**src/rtl/powerup_speed_ctrl_if.sv**
```systemverilog
// Signal bundle for the speed power-up sequencer: frame/pixel/tank inputs
// and the sprite, boost and status outputs.
interface powerup_speed_ctrl_if #(
  parameter int SPRITE_LOG2 = 5
);
  logic                       frame_tick;
  logic [9:0]                 DrawX;
  logic [9:0]                 DrawY;
  logic [9:0]                 tank0_x;
  logic [9:0]                 tank0_y;
  logic [9:0]                 tank1_x;
  logic [9:0]                 tank1_y;
  logic [2*SPRITE_LOG2-1:0]   rom_addr;
  logic                       sprite_on;
  logic [1:0]                 boost;
  logic [9:0]                 spawn_x;
  logic [9:0]                 spawn_y;
  logic [1:0]                 state_o;

  modport master (
    output frame_tick, DrawX, DrawY, tank0_x, tank0_y, tank1_x, tank1_y,
    input  rom_addr, sprite_on, boost, spawn_x, spawn_y, state_o
  );

  modport slave (
    input  frame_tick, DrawX, DrawY, tank0_x, tank0_y, tank1_x, tank1_y,
    output rom_addr, sprite_on, boost, spawn_x, spawn_y, state_o
  );
endinterface

```
**src/rtl/powerup_speed_ctrl.sv**
```systemverilog
// Speed power-up sequencer: spawn/lifetime/blink/respawn scheduling,
// once-per-frame tank pickup detection, per-tank boost timers and the
// two-stage sprite pixel path (ROM address, then aligned sprite_on).
module powerup_speed_ctrl #(
  parameter int SPRITE_LOG2    = 5,
  parameter int TANK_SIZE      = 32,
  parameter int RESPAWN_FRAMES = 600,
  parameter int LIFE_FRAMES    = 900,
  parameter int BLINK_FRAMES   = 180,
  parameter int BOOST_FRAMES   = 300
) (
  input  logic                Clk,
  input  logic                Reset,
  powerup_speed_ctrl_if.slave bus
);

  typedef enum logic [1:0] {
    S_WAIT  = 2'd0,
    S_SHOW  = 2'd1,
    S_BLINK = 2'd2
  } state_t;

  localparam logic [11:0] RESP_M1  = 12'(RESPAWN_FRAMES - 1);
  localparam logic [11:0] LIFE_M1  = 12'(LIFE_FRAMES - 1);
  localparam logic [11:0] BLINK_AT = 12'(BLINK_FRAMES);
  localparam logic [11:0] BOOST_LD = 12'(BOOST_FRAMES);
  localparam logic [10:0] SPR_W    = 11'(1 << SPRITE_LOG2);
  localparam logic [10:0] TANK_W   = 11'(TANK_SIZE);

  state_t                   state_q, state_d;
  logic [11:0]              fcnt_q, fcnt_d;
  logic [7:0]               lfsr_q;
  logic [9:0]               sx_q, sy_q, sx_d, sy_d;
  logic [11:0]              bcnt0_q, bcnt1_q;
  logic                     ov0, ov1, grant0, grant1;
  logic                     visible, in_x, in_y;
  logic [9:0]               dx, dy;
  logic                     hit_q, sprite_on_q;
  logic [2*SPRITE_LOG2-1:0] rom_addr_q;

  // Strict AABB intersection using 11-bit sums so edges near 1023 do not wrap.
  function automatic logic overlap(input logic [9:0] tx, input logic [9:0] ty,
                                   input logic [9:0] sx, input logic [9:0] sy);
    return ({1'b0, tx} < ({1'b0, sx} + SPR_W)) && ({1'b0, sx} < ({1'b0, tx} + TANK_W)) &&
           ({1'b0, ty} < ({1'b0, sy} + SPR_W)) && ({1'b0, sy} < ({1'b0, ty} + TANK_W));
  endfunction

  assign ov0 = overlap(bus.tank0_x, bus.tank0_y, sx_q, sy_q);
  assign ov1 = overlap(bus.tank1_x, bus.tank1_y, sx_q, sy_q);

  // Next-state, frame counter, spawn position and pickup grants; a pickup
  // takes priority over both the SHOW->BLINK and BLINK->WAIT transitions.
  always_comb begin
    state_d = state_q;
    fcnt_d  = fcnt_q;
    sx_d    = sx_q;
    sy_d    = sy_q;
    grant0  = 1'b0;
    grant1  = 1'b0;
    if (bus.frame_tick) begin
      case (state_q)
        S_WAIT: begin
          if (fcnt_q != '0) begin
            fcnt_d = fcnt_q - 12'd1;
          end else begin
            state_d = S_SHOW;
            fcnt_d  = LIFE_M1;
            sx_d    = 10'd64 + {1'b0, lfsr_q[3:0], 5'b0};
            sy_d    = 10'd64 + {2'b0, lfsr_q[6:4], 5'b0};
          end
        end
        S_SHOW, S_BLINK: begin
          if (ov0 || ov1) begin
            grant0  = ov0;
            grant1  = !ov0;
            state_d = S_WAIT;
            fcnt_d  = RESP_M1;
          end else if (state_q == S_SHOW) begin
            if (fcnt_q == BLINK_AT) state_d = S_BLINK;
            else                    fcnt_d  = fcnt_q - 12'd1;
          end else begin
            if (fcnt_q == '0) begin
              state_d = S_WAIT;
              fcnt_d  = RESP_M1;
            end else begin
              fcnt_d = fcnt_q - 12'd1;
            end
          end
        end
        default: begin
          state_d = S_WAIT;
          fcnt_d  = RESP_M1;
        end
      endcase
    end
  end

  // FSM, frame counter and latched spawn position.
  always_ff @(posedge Clk or posedge Reset) begin
    if (Reset) begin
      state_q <= S_WAIT;
      fcnt_q  <= RESP_M1;
      sx_q    <= '0;
      sy_q    <= '0;
    end else begin
      state_q <= state_d;
      fcnt_q  <= fcnt_d;
      sx_q    <= sx_d;
      sy_q    <= sy_d;
    end
  end

  // Spawn-position LFSR, advanced once per frame.
  always_ff @(posedge Clk or posedge Reset) begin
    if (Reset)               lfsr_q <= 8'hA5;
    else if (bus.frame_tick) lfsr_q <= {lfsr_q[6:0], lfsr_q[7] ^ lfsr_q[5] ^ lfsr_q[4] ^ lfsr_q[3]};
  end

  // Per-tank boost timers; a grant reloads even while already boosted.
  always_ff @(posedge Clk or posedge Reset) begin
    if (Reset) begin
      bcnt0_q <= '0;
      bcnt1_q <= '0;
    end else if (bus.frame_tick) begin
      if (grant0)             bcnt0_q <= BOOST_LD;
      else if (bcnt0_q != '0) bcnt0_q <= bcnt0_q - 12'd1;
      if (grant1)             bcnt1_q <= BOOST_LD;
      else if (bcnt1_q != '0) bcnt1_q <= bcnt1_q - 12'd1;
    end
  end

  assign visible = (state_q == S_SHOW) || ((state_q == S_BLINK) && fcnt_q[3]);
  assign dx      = bus.DrawX - sx_q;
  assign dy      = bus.DrawY - sy_q;
  assign in_x    = ({1'b0, bus.DrawX} >= {1'b0, sx_q}) && ({1'b0, bus.DrawX} < ({1'b0, sx_q} + SPR_W));
  assign in_y    = ({1'b0, bus.DrawY} >= {1'b0, sy_q}) && ({1'b0, bus.DrawY} < ({1'b0, sy_q} + SPR_W));

  // Pixel pipeline: stage 1 registers ROM address and hit, stage 2 delays hit
  // to line up with the ROM's registered read data.
  always_ff @(posedge Clk or posedge Reset) begin
    if (Reset) begin
      rom_addr_q  <= '0;
      hit_q       <= 1'b0;
      sprite_on_q <= 1'b0;
    end else begin
      rom_addr_q  <= {dy[SPRITE_LOG2-1:0], dx[SPRITE_LOG2-1:0]};
      hit_q       <= visible && in_x && in_y;
      sprite_on_q <= hit_q;
    end
  end

  assign bus.rom_addr  = rom_addr_q;
  assign bus.sprite_on = sprite_on_q;
  assign bus.boost     = {bcnt1_q != '0, bcnt0_q != '0};
  assign bus.spawn_x   = sx_q;
  assign bus.spawn_y   = sy_q;
  assign bus.state_o   = state_q;

endmodule

```
**src/flat_wrapper.sv**
```systemverilog
// flat-port wrapper written by rule: the top's interface ports become plain ports
module powerup_speed_ctrl_flat 
#(
  parameter int SPRITE_LOG2    = 5,
  parameter int TANK_SIZE      = 32,
  parameter int RESPAWN_FRAMES = 600,
  parameter int LIFE_FRAMES    = 900,
  parameter int BLINK_FRAMES   = 180,
  parameter int BOOST_FRAMES   = 300
)
  (Clk, Reset, bus_frame_tick, bus_DrawX, bus_DrawY, bus_tank0_x, bus_tank0_y, bus_tank1_x, bus_tank1_y, bus_rom_addr, bus_sprite_on, bus_boost, bus_spawn_x, bus_spawn_y, bus_state_o);
  powerup_speed_ctrl_if #(.SPRITE_LOG2(SPRITE_LOG2)) bus_i ();
  input  logic Clk;
  input  logic Reset;
  input wire logic [$bits(bus_i.frame_tick)-1:0] bus_frame_tick;
  input wire logic [$bits(bus_i.DrawX)-1:0] bus_DrawX;
  input wire logic [$bits(bus_i.DrawY)-1:0] bus_DrawY;
  input wire logic [$bits(bus_i.tank0_x)-1:0] bus_tank0_x;
  input wire logic [$bits(bus_i.tank0_y)-1:0] bus_tank0_y;
  input wire logic [$bits(bus_i.tank1_x)-1:0] bus_tank1_x;
  input wire logic [$bits(bus_i.tank1_y)-1:0] bus_tank1_y;
  output wire logic [$bits(bus_i.rom_addr)-1:0] bus_rom_addr;
  output wire logic [$bits(bus_i.sprite_on)-1:0] bus_sprite_on;
  output wire logic [$bits(bus_i.boost)-1:0] bus_boost;
  output wire logic [$bits(bus_i.spawn_x)-1:0] bus_spawn_x;
  output wire logic [$bits(bus_i.spawn_y)-1:0] bus_spawn_y;
  output wire logic [$bits(bus_i.state_o)-1:0] bus_state_o;
  assign bus_i.frame_tick = bus_frame_tick;
  assign bus_i.DrawX = bus_DrawX;
  assign bus_i.DrawY = bus_DrawY;
  assign bus_i.tank0_x = bus_tank0_x;
  assign bus_i.tank0_y = bus_tank0_y;
  assign bus_i.tank1_x = bus_tank1_x;
  assign bus_i.tank1_y = bus_tank1_y;
  assign bus_rom_addr = bus_i.rom_addr;
  assign bus_sprite_on = bus_i.sprite_on;
  assign bus_boost = bus_i.boost;
  assign bus_spawn_x = bus_i.spawn_x;
  assign bus_spawn_y = bus_i.spawn_y;
  assign bus_state_o = bus_i.state_o;
  powerup_speed_ctrl #(.SPRITE_LOG2(SPRITE_LOG2), .TANK_SIZE(TANK_SIZE), .RESPAWN_FRAMES(RESPAWN_FRAMES), .LIFE_FRAMES(LIFE_FRAMES), .BLINK_FRAMES(BLINK_FRAMES), .BOOST_FRAMES(BOOST_FRAMES)) u_core (.Clk(Clk), .Reset(Reset), .bus(bus_i));
endmodule
```
**config.mk**
```make
export PLATFORM = sky130hd
export DESIGN_NAME = powerup_speed_ctrl_flat
export DESIGN_NICKNAME = d
export VERILOG_FILES = /design/src/rtl/powerup_speed_ctrl_if.sv /design/src/rtl/powerup_speed_ctrl.sv /design/src/flat_wrapper.sv
export SDC_FILE = /design/constraint.sdc
export NUM_CORES = 1
export LEC_CHECK = 0
export CORE_MARGIN = 5
export CORE_UTILIZATION = 53
export CTS_CLUSTER_DIAMETER = 50
export DETAILED_ROUTE_END_ITERATION = 10
export GPL_TIMING_DRIVEN = 0
export MAX_ROUTING_LAYER = met4
export PLACE_DENSITY = 0.82
export SLEW_MARGIN = 20
export SYNTH_ARGS = -nofsm -noshare
export SYNTH_HDL_FRONTEND = slang
export SYNTH_SLANG_ARGS = --single-unit
```
**constraint.sdc**
```tcl
create_clock -name Clk -period 4 [get_ports Clk]
set_input_delay 0.8 -clock Clk [delete_from_list [all_inputs] [get_ports Clk]]
set_output_delay 0.8 -clock Clk [all_outputs]
set_load 0.02 [all_outputs]
```
==> results by group <==
Power and ir drop
  • Register share of total power: 0.393
  • Power, Total: approximately 3000 µW
  • PwrDens: 470.0 nW/µm²
  • Clock Power Share: 0.248
  • P_leak: 0.002835 µW
  • IR drop worst, VDD: about 0.35 mV
  • Switch share: 0.3527
  • Net Sw Power: 1063 µW
  • Combinational Power Share: 0.359
  • P_int: slightly below 2000 µW

Worst setup path
  • Max FO, Critical Path: 7
  • R2r worst-path depth: 12
  • Worst EP arrival: around 4100 ps
  • Critical path launch point type: primary input
  • Crit path kind: primary input to flip-flop
  • CP endpoint kind: flip-flop
  • Worst Path Required: between 4000 and 5000 ps

Yosys
  • Mapped Area: between 5000 and 6000 µm²
  • Asr flop ratio synth: 1.000
  • Main combinational cell family by area after synthesis: simple AND/OR/NAND/NOR gates
  • Synth Area in XOR/XNOR: 0.06589
  • Adder-Cell Fraction of Synth Area: 0.1808
  • Cells after Synth: 537
  • Post-synthesis cell type count: between 70 and 80
  • Multiplexer share of the synthesized area: 0.01759
  • Number of synthesized flops with an enable pin: 0
  • Main synth FF type: dfrtp_1
  • Syn_area_per_cell: between 9 and 10 µm²
  • Post-synthesis compound-gate area fraction: 0.1533
  • Synth Area in Simple Gates: 0.1850
  • Yosys reg bits: 67
  • Seq/Total Area, Yosys: 0.3344
  • Synth warn: 0

Placement
  • Post-DP HPWL: 9.335 mm
  • Final Wtd Congestion: 0.9019
  • Port-buffer cells: 86
  • Placed cells: about 760
  • Area post-placement: slightly above 6000 µm²

Floorplan
  • Die X: between 100 and 150 µm
  • Initial Util: 0.5441
  • Die area: roughly 12,000 µm²
  • Core Area: approximately 9300 µm²
  • Core Rows: 35
  • Number of I/O pins: 98
  • Die H: 107.6 µm

Finish
  • # diodes: 0
  • Area grow syn2layout: 26.98%
  • Share of cells above drive strength 1: 0.1138
  • Fin nets: slightly below 800
  • Final Cell Area: approximately 6400 µm²
  • Fin cells: just under 800

Detailed routing
  • WL per Instance: between 15 and 20 µm
  • Vias: 4,304
  • DRC errors left: 0
  • Iteration-0 DRC Markers: approximately 150
  • Antenna Nets Post-Route: 0
  • TritonRoute pass-1 iters: 4
  • Via density: 5.525
  • Routed WL: about 12 mm

GRT
  • Gr usage total: 0.2173
  • Antenna violations before repair: 0
  • First-pass GRT wire length: between 15 and 20 mm
  • Number of global-route vias before repair: 4,403
  • Pin count of the biggest net entering global routing: between 50 and 60
  • Grt total ovfl: 0

CTS
  • Num CTS Buffers: 9
  • CTS Hold Buffers Added: 0
  • Clock Sinks: 67
  • Clk slew on worst S/H paths: 70 ps
  • Clock Tree Root: clkbuf_8
  • CTS tree: built
  • Clk buf depth: 2
  • Clk_lat worst skew: between 300 and 400 ps
  • Number of H-tree levels: 3

STA
  • Final Cycle Share: 0.9423
  • Final setup fails: 0
  • Setup TNS: 0 ps
  • Max Freq: about 270 MHz
  • Unrepaired setup endpoints after global routing: no
  • Period minus WS final: 3769 ps
  • Worst slew margin: 0.5265
  • Setup skew after layout: between 5 and 6 ps
  • Worst-Margin Slew: 704.3 ps
  • Final Hold Vio Count: 0
  • Pins Over Slew Limit: 0

Run
  • Max_cap viols: 0

Run status
  • Status: finished clean

Worst hold path
  • HP Class: flip-flop to flip-flop
  • Worst Hold Path Cells: 0
[synthesized netlist by cell type (11+ instances only)]
cell type	count	area (µm²)
xnor2_1	25	219.0
inv_1	36	135.1
nand2_1	43	161.4
ha_1	73	913.4
nor3_1	14	70.07
xor2_1	13	113.9
a21oi_1	23	115.1
dfrtp_1	57	1426
nor2_1	38	142.6
o21ai_0	25	125.1
buf_4	11	82.58
nand3_1	21	105.1
a31oi_1	12	75.07
[final timing paths]
path	startpoint	end	slack (ps)
setup / recovery	bus_tank1_y[5]	u_core.fcnt_q[9]$_DFFE_PP1P_	230
hold / removal	u_core.hit_q$_DFF_PP0_	u_core.bus.sprite_on$_DFF_PP0_	350
setup reg to reg	u_core.bus.spawn_x[5]$_DFFE_PP0P_	u_core.bcnt1_q[9]$_DFFE_PP0P_	570
hold reg to reg	u_core.hit_q$_DFF_PP0_	u_core.bus.sprite_on$_DFF_PP0_	350
max in group asynchronous	Reset	u_core.lfsr_q[7]$_DFFE_PP1P_	2710
min in group asynchronous	Reset	u_core.bcnt0_q[0]$_DFFE_PP0P_	730
[worst max-delay path, stage by stage]
cell and delay [ps]:
clkdlybuf4s50_1 560, nand3_1 110, xor2_1 150, ha_1 290, or4b_1 430, nor4_1 240, nor3_1 130, o22ai_2 170
a211oi_4 100, o31ai_1 650, nand4b_1 250, o21a_1 170
[cell type report]
type	count	area, µm²
multi-input combinational	420	3093
fill	719	2870
sequential	67	1689
timing repair buffer	87	888.4
buffer	21	167.7
tap	129	161.4
inverter	39	148.9
clock inverter	6	137.6
clock buffer	10	127.6
[flip-flops by register name, indices dropped and copies added, names as in the netlist]
signal and count:
u_core.bus.sprite_on 1, u_core.lfsr_q 8, u_core.bcnt1_q 12, u_core.fcnt_q 12, u_core.bcnt0_q 12, u_core.bus.rom_addr 10
u_core.hit_q 1, u_core.bus.spawn_x 5, u_core.bus.state_o 2, u_core.bus.spawn_y 4
[logic make-up (layout without fill, tap and decap cells)]
| group | after synthesis | after routing |
|---|---|---|
| flops | 67 | 67 |
| other cells | 1 | 11 |
| fa+ha+maj | 73 | 73 |
| mux | 8 | 8 |
| simple gates | 178 | 178 |
| compound gates | 112 | 112 |
| buf+inv | 60 | 163 |
| xor+xnor | 38 | 38 |
[layer usage]
layer | GRT usage | share of wire
met1 | 0.2554 | 0.42
met2 | 0.3739 | 0.50
met3 | 0.04499 | 0.052
met4 | 0.06853 | 0.020
met5 | - | 0
[cells in the final DEF (no fill, tap or decap), types with 6 or more instances in the layout]
cell / instances
a21oi_1: 23
a31oi_1: 12
and3_1: 6
buf_4: 11
clkbuf_8: 10
clkdlybuf4s50_1: 86
conb_1: 11
dfrtp_1: 57
dfstp_2: 10
ha_1: 73
inv_1: 35
mux2_2: 7
nand2_1: 43
nand2b_1: 7
nand3_1: 21
nor2_1: 38
nor2b_1: 9
nor3_1: 14
nor4_1: 6
o21ai_0: 25
o21ai_1: 10
or3_1: 6
xnor2_1: 25
xor2_1: 13
[power by group through the flow]
| stage | Combinational [µW] | Sequential, µW | Clock (µW) |
|---|---|---|---|
| 2_1_floorplan | 789 | 1140 | 0 |
| 3_3_place_gp | 1020 | 1170 | 0 |
| 3_5_place_dp | 1080 | 1190 | 0 |
| 4_1_cts | 1090 | 1180 | 756 |
| 5_1_grt | 1220 | 1220 | 791 |
| 6_report | 1080 | 1190 | 746 |
[repair_timing]
item / CTS / global route
resized for setup: 0 / 1
setup endpoints to repair: 0 / 8
setup buffers: 0 / 0
[metrics by stage]
step / utilization / hold slack, ps / worst slack [ps]
2_1_floorplan: - / 331.2 / 854.7
3_3_place_gp: 0.6582 / 337.6 / -225.7
3_5_place_dp: 0.6615 / 337.9 / -254.6
4_1_cts: 0.6900 / 353.5 / 100.6
5_1_grt: 0.6908 / 362.6 / 54.82
6_report: 0.6908 / 351.6 / 231.0
No activity file was read; power rests on OpenSTA's default activity.
